$ cat src/rtl/drp_arb_pkg.sv
// Shared types and constants for the DRP port arbiter.
package drp_arb_pkg;

  typedef enum logic [1:0] {
    IDLE  = 2'd0,
    ISSUE = 2'd1,
    WAIT  = 2'd2,
    RESP  = 2'd3
  } state_e;

  localparam int unsigned DRP_DATA_W   = 16;
  localparam logic [15:0] TIMEOUT_DATA = 16'hDEAD;

endpackage

$ cat src/rtl/drp_port_arbiter.sv
// Round-robin arbiter sharing one GT DRP port between the Wishbone DRP bridge
// (requester 0) and the transceiver init/tuning sequencer (requester 1).
// One transaction in flight; completion is a success or a timeout.
module drp_port_arbiter
  import drp_arb_pkg::*;
#(
  parameter int unsigned ADDR_W  = 10,
  parameter int unsigned TIMEOUT = 255
) (
  input  logic                    wb_clk_i,
  input  logic                    wb_rst_i,
  input  logic [1:0]              req_valid_i,
  input  logic [1:0]              req_we_i,
  input  logic [2*ADDR_W-1:0]     req_addr_i,
  input  logic [2*DRP_DATA_W-1:0] req_di_i,
  output logic [1:0]              req_ready_o,
  output logic [1:0]              rsp_valid_o,
  output logic [DRP_DATA_W-1:0]   rsp_data_o,
  output logic                    rsp_timeout_o,
  output logic                    stale_o,
  output logic                    drpen_o,
  output logic                    drpwe_o,
  output logic [ADDR_W-1:0]       drpaddr_o,
  output logic [DRP_DATA_W-1:0]   drpdi_o,
  input  logic                    drprdy_i,
  input  logic [DRP_DATA_W-1:0]   drpdo_i
);

  localparam int unsigned CNT_W = (TIMEOUT < 1) ? 1 : $clog2(TIMEOUT + 1);
  localparam logic [CNT_W-1:0] CNT_MAX = CNT_W'(TIMEOUT);

  state_e                  state_q, state_d;
  logic                    gnt;
  logic                    accept;
  logic                    last_grant_q;
  logic                    grant_q;
  logic                    we_q;
  logic [ADDR_W-1:0]       addr_q;
  logic [DRP_DATA_W-1:0]   di_q;
  logic [CNT_W-1:0]        cnt_q;
  logic                    cnt_done;
  logic [DRP_DATA_W-1:0]   rsp_data_q;
  logic                    rsp_timeout_q;
  logic                    stale_q;

  assign cnt_done = (cnt_q == CNT_MAX);

  // Next-state, grant selection and accept strobe.
  always_comb begin
    state_d     = state_q;
    accept      = 1'b0;
    req_ready_o = 2'b00;
    // On a tie the requester not served last wins; otherwise the only valid one.
    gnt         = (req_valid_i == 2'b11) ? ~last_grant_q : req_valid_i[1];
    unique case (state_q)
      IDLE: begin
        if (|req_valid_i) begin
          accept      = 1'b1;
          req_ready_o = gnt ? 2'b10 : 2'b01;
          state_d     = ISSUE;
        end
      end
      ISSUE: state_d = WAIT;
      WAIT: begin
        if (drprdy_i || cnt_done) begin
          state_d = RESP;
        end
      end
      RESP:    state_d = IDLE;
      default: state_d = IDLE;
    endcase
  end

  // FSM state register.
  always_ff @(posedge wb_clk_i or posedge wb_rst_i) begin
    if (wb_rst_i) begin
      state_q <= IDLE;
    end else begin
      state_q <= state_d;
    end
  end

  // Request latch and round-robin history, loaded on accept.
  always_ff @(posedge wb_clk_i or posedge wb_rst_i) begin
    if (wb_rst_i) begin
      last_grant_q <= 1'b1;
      grant_q      <= 1'b0;
      we_q         <= 1'b0;
      addr_q       <= '0;
      di_q         <= '0;
    end else if (accept) begin
      last_grant_q <= gnt;
      grant_q      <= gnt;
      we_q         <= gnt ? req_we_i[1] : req_we_i[0];
      addr_q       <= gnt ? req_addr_i[ADDR_W +: ADDR_W] : req_addr_i[0 +: ADDR_W];
      di_q         <= gnt ? req_di_i[DRP_DATA_W +: DRP_DATA_W] : req_di_i[0 +: DRP_DATA_W];
    end
  end

  // Timeout counter: cleared while issuing, saturating count while waiting.
  always_ff @(posedge wb_clk_i or posedge wb_rst_i) begin
    if (wb_rst_i) begin
      cnt_q <= '0;
    end else if (state_q == ISSUE) begin
      cnt_q <= '0;
    end else if (state_q == WAIT && !drprdy_i && !cnt_done) begin
      cnt_q <= cnt_q + 1'b1;
    end
  end

  // Response capture; a ready on the timeout cycle still counts as success.
  always_ff @(posedge wb_clk_i or posedge wb_rst_i) begin
    if (wb_rst_i) begin
      rsp_data_q    <= '0;
      rsp_timeout_q <= 1'b0;
    end else if (state_q == WAIT) begin
      if (drprdy_i) begin
        rsp_data_q    <= drpdo_i;
        rsp_timeout_q <= 1'b0;
      end else if (cnt_done) begin
        rsp_data_q    <= TIMEOUT_DATA;
        rsp_timeout_q <= 1'b1;
      end
    end
  end

  // Sticky flag for a ready that arrives with nothing outstanding.
  always_ff @(posedge wb_clk_i or posedge wb_rst_i) begin
    if (wb_rst_i) begin
      stale_q <= 1'b0;
    end else if (drprdy_i && state_q != WAIT) begin
      stale_q <= 1'b1;
    end
  end

  // DRP side is decoded from state so an async reset drops drpen at once.
  assign drpen_o       = (state_q == ISSUE);
  assign drpwe_o       = drpen_o & we_q;
  assign drpaddr_o     = addr_q;
  assign drpdi_o       = di_q;
  assign rsp_valid_o   = (state_q == RESP) ? (grant_q ? 2'b10 : 2'b01) : 2'b00;
  assign rsp_data_o    = rsp_data_q;
  assign rsp_timeout_o = rsp_timeout_q;
  assign stale_o       = stale_q;

endmodule
$ cat config.mk
export PLATFORM = sky130hd
export DESIGN_NAME = drp_port_arbiter
export DESIGN_NICKNAME = d
export VERILOG_FILES = /design/src/rtl/drp_arb_pkg.sv /design/src/rtl/drp_port_arbiter.sv
export SDC_FILE = /design/constraint.sdc
export NUM_CORES = 1
export LEC_CHECK = 0
export ABC_AREA = 1
export CAP_MARGIN = 15
export CELL_PAD_IN_SITES_DETAIL_PLACEMENT = 0
export CELL_PAD_IN_SITES_GLOBAL_PLACEMENT = 1
export CORE_ASPECT_RATIO = 1.5
export CORE_MARGIN = 10
export CORE_UTILIZATION = 30
export CTS_BUF_LIST = sky130_fd_sc_hd__clkbuf_4 sky130_fd_sc_hd__clkbuf_8
export CTS_CLUSTER_DIAMETER = 200
export DETAILED_ROUTE_END_ITERATION = 8
export PLACE_DENSITY = 0.82
export SYNTH_ARGS = -nofsm -noshare
export SYNTH_HDL_FRONTEND = slang
export SYNTH_SLANG_ARGS = --single-unit
$ cat constraint.sdc
create_clock -name wb_clk_i -period 2.05 [get_ports wb_clk_i]
set_input_delay 0.41 -clock wb_clk_i [delete_from_list [all_inputs] [get_ports wb_clk_i]]
set_output_delay 0.41 -clock wb_clk_i [all_outputs]
set_load 0.005 [all_outputs]
==> results.md <==
- Status: finished clean
- Ys flop type: dfrtp_1
- Seq cells post-synth: 57
- PortBufs: between 100 and 150
- # fillers: about 890
- Detailed Route WL: 8.623 mm
- Sequential-to-total area share from yosys stat: 0.5270
- Chip Width: 97.59 um
- Post-DP HPWL: approximately 6.7 mm
- Most frequent cell after synthesis: nand2_1
- First-pass GRT wire length: around 14 mm
- Final net count: 550
- IO Count: 125
- Main combinational cell family by area after synthesis: simple AND/OR/NAND/NOR gates
- CTS tree: done
- Flop pwr share: 0.360
- Syn Nets: around 420
- Starting Density: 0.3068
- Mapped cell area: 0.002709 sq mm
- Largest net degree at the start of global routing: 30
- Share of layout cells above drive strength 1: 0.1011
- Switching Share: 0.3582
- Post-Syn Instances: 337
- Clock power frac: 0.171
- Final min period: roughly 1.9 ns
- Net Switching: slightly below 2 mW
- Crit-path max FO: 3
- CP endpoint kind: primary output
- Hold Violations, Final: 0
- Syn_area_per_cell: 8.038 sq um
- PwrDens: 1243 mW/mm^2
- Worst r2r src: state_q[0]
- Synth Area in Simple Gates: 0.2411
- CTS Sinks: 57
- Combinational share of power: 0.470
- Worst EP arrival: 1.50 ns
- Core area: 0.008828 sq mm
- CP peak stage delay: 0.43 ns
- Final setup viols: 0
- Setup ws final: 0.1412 ns
- Mux cell area share after synthesis: 0
- XOR/XNOR Fraction of Synth Area: 0
- Yosys top cell area share: 0.5173
- Fmax: 523.9 MHz
- Final Max Slew Viols: 0
- Area contributors post-synth: dfrtp_1 52%, nand2_1 12%, o21ai_0 11%
- CTS clk-pin slew, worst paths: 0.07 ns
- Critical-path top delay cell: dfrtp_1
- Layout Area Growth over Synthesis: 59.54%
- Via/cell ratio: 4.574
- Gr usage total: 0.1299
- Period utilisation layout: 0.9311
- Post-synthesis adder-cell area fraction: 0.02309
- Routed len/inst: 14.74 um
- Routability cong.: between 0.7 and 0.8
- DRT antenna net count: 0
- # diodes: 0
- DR pass1 iterations: 4
- Largest delay contributor family on the critical path: flip-flops
- Initial antenna violation count: 0
- Design internal power: 3.447 mW
- Compound-Gate Fraction of Synth Area: 0.1446
- Initial DRC count: 92
- Root Buffer: clkbuf_8
- Post-cts hold buffer count: 0
- Leak: 1.980 nW
- Buf/Inv on CP: 4
- Max_slew headroom: 0.6838
- Clock skew: 0.01289 ns
- Final core occ: 0.4895
- Cell accounting for the most synthesized area: dfrtp_1
- Die area: 0.01331 sq mm
- Worst Setup SP: state_q[0]
- Clk_lat worst skew: 0.34 ns
- Ys Warns: 0
- Clock Path Buffers: 2
- Commonest cells post-synth: 86 x nand2_1, 58 x o21ai_0, 56 x dfrtp_1
- Placement Rows: 42
- DR DRC count: 0
- WS Path Type: reg2out
- Grt total ovfl: 0
- Vias: around 2700
- Setup bufs post-CTS: 0
- FF+latch area: 0.001428 sq mm
- Tightest Hold Check Type: in2async
- H-tree depth: 3
- Actual slew at the worst max-slew pin: between 0.4 and 0.5 ns
- Area of the multi-input gates: 0.001125 sq mm
- RSZ-0062 raised after global routing: false
- Async set-or-reset flop fraction in the synthesized netlist: 1.000
- Distinct cells, synth: 20
- Critical Path RT: approximately 1.6 ns
- Vias in the first global route: 2806
- EDFF count, synth: 0
- Most used cell, CP: inv_2
- DIE HEIGHT: 136.4 um
- Pre-CTS WS: -0.1505 ns
- Startpoint Class: flop
- Max-Cap Viols: 0
- Min Hold Slack: around 0.42 ns
- Worst-path cell chain: inv_2 -> ha_2 -> inv_2 -> nor2_4 -> inv_1 -> nor2_1 -> buf_2
- CTS Buf Count: 9
- Peak supply drop: between 0.0005 and 0.0006 V
through the flow:
stage / instances / power, mW / area, sq um / TNS, ns
after floorplan: 337 / 3.028 / 2709 / 0
after global placement: 569 / 4.467 / 4138 / -0.2347
after detailed placement: 569 / 4.529 / 4138 / -0.2914
after CTS: 585 / 5.475 / 4308 / -0.1269
after global routing: 585 / 5.881 / 4322 / 0
final: 585 / 5.370 / 4322 / 0
final cells by class:
| class | count | share of cell area |
|---|---|---|
| sequential | 57 | 0.3303 |
| timing repair buffer | 140 | 0.3196 |
| multi-input combinational | 241 | 0.2603 |
| tap | 110 | 0.03185 |
| clock buffer | 9 | 0.02866 |
| inverter | 21 | 0.01824 |
| clock inverter | 7 | 0.01100 |
sequential cells by signal, summed over array words and instances, names as in the netlist, 2 cells and up:
register	flops
cnt_q	8
drpaddr_o	10
drpdi_o	16
rsp_data_o	16
state_q	2
layout by cell type (no fill, tap or decap), types with 3 or more instances in the layout:
cell,count
o21ai_1,5
buf_4,14
nor2_1,50
o21ai_2,5
inv_1,17
dfrtp_1,56
nand3_1,22
inv_2,4
o21bai_1,3
clkinv_2,3
clkbuf_8,9
clkdlybuf4s50_1,119
ha_1,3
o21ai_0,58
nand2_1,86
layer usage:
metal,wire [um],GRT usage,vias to the layer above
li1,-,-,1347
met1,3299,0.1297,1219
met2,4289,0.2265,101
met3,934,0.07368,9
met4,99,0.03647,0
met5,0,0,-
repair_timing:
item	4_1_cts	5_1_grt
hold endpoints to repair	0	0
gates cloned	0	0
endpoints found under the setup margin	6	4
resized for setup	6	10
final timing paths:
check | to | slack, ns | cells past startpoint
max | req_ready_o[0] | 0.14 | 7
min | drpdi_o[12] | 0.42 | 2
max reg2reg | cnt_q[0] | 0.49 | 6
min reg2reg | last_grant_q | 0.46 | 2
max in group asynchronous | cnt_q[4] | 1.15 | 3
min in group wb_clk_i | last_grant_q | 0.46 | 2
power groups by stage:
stage	Sequential [mW]	Combinational (mW)	Clock, mW
after floorplan	1.95	1.07	0
after global placement	1.92	2.55	0
after detailed placement	1.94	2.59	0
after CTS	1.93	2.58	0.959
after global routing	2.00	2.87	1.01
final	1.93	2.52	0.917
cell families (layout without fill, tap and decap cells):
| group | count (synthesis) | count (layout) |
|---|---|---|
| and+or+nand+nor | 163 | 163 |
| AOI/OAI and AO/OA | 73 | 73 |
| DFF | 57 | 57 |
| buffers and inverters | 39 | 177 |
| adders and majority gates | 5 | 5 |
worst register-to-register path: cells and delay by family, from the launching register on:
family                   cells  cell delay (ns)
flip-flops                   1             0.43
adder cells (fa/ha/maj)      1             0.20
AND/OR/NAND/NOR              3             0.37
buffers and inverters        2             0.43
No activity file was read; power rests on OpenSTA's default activity.
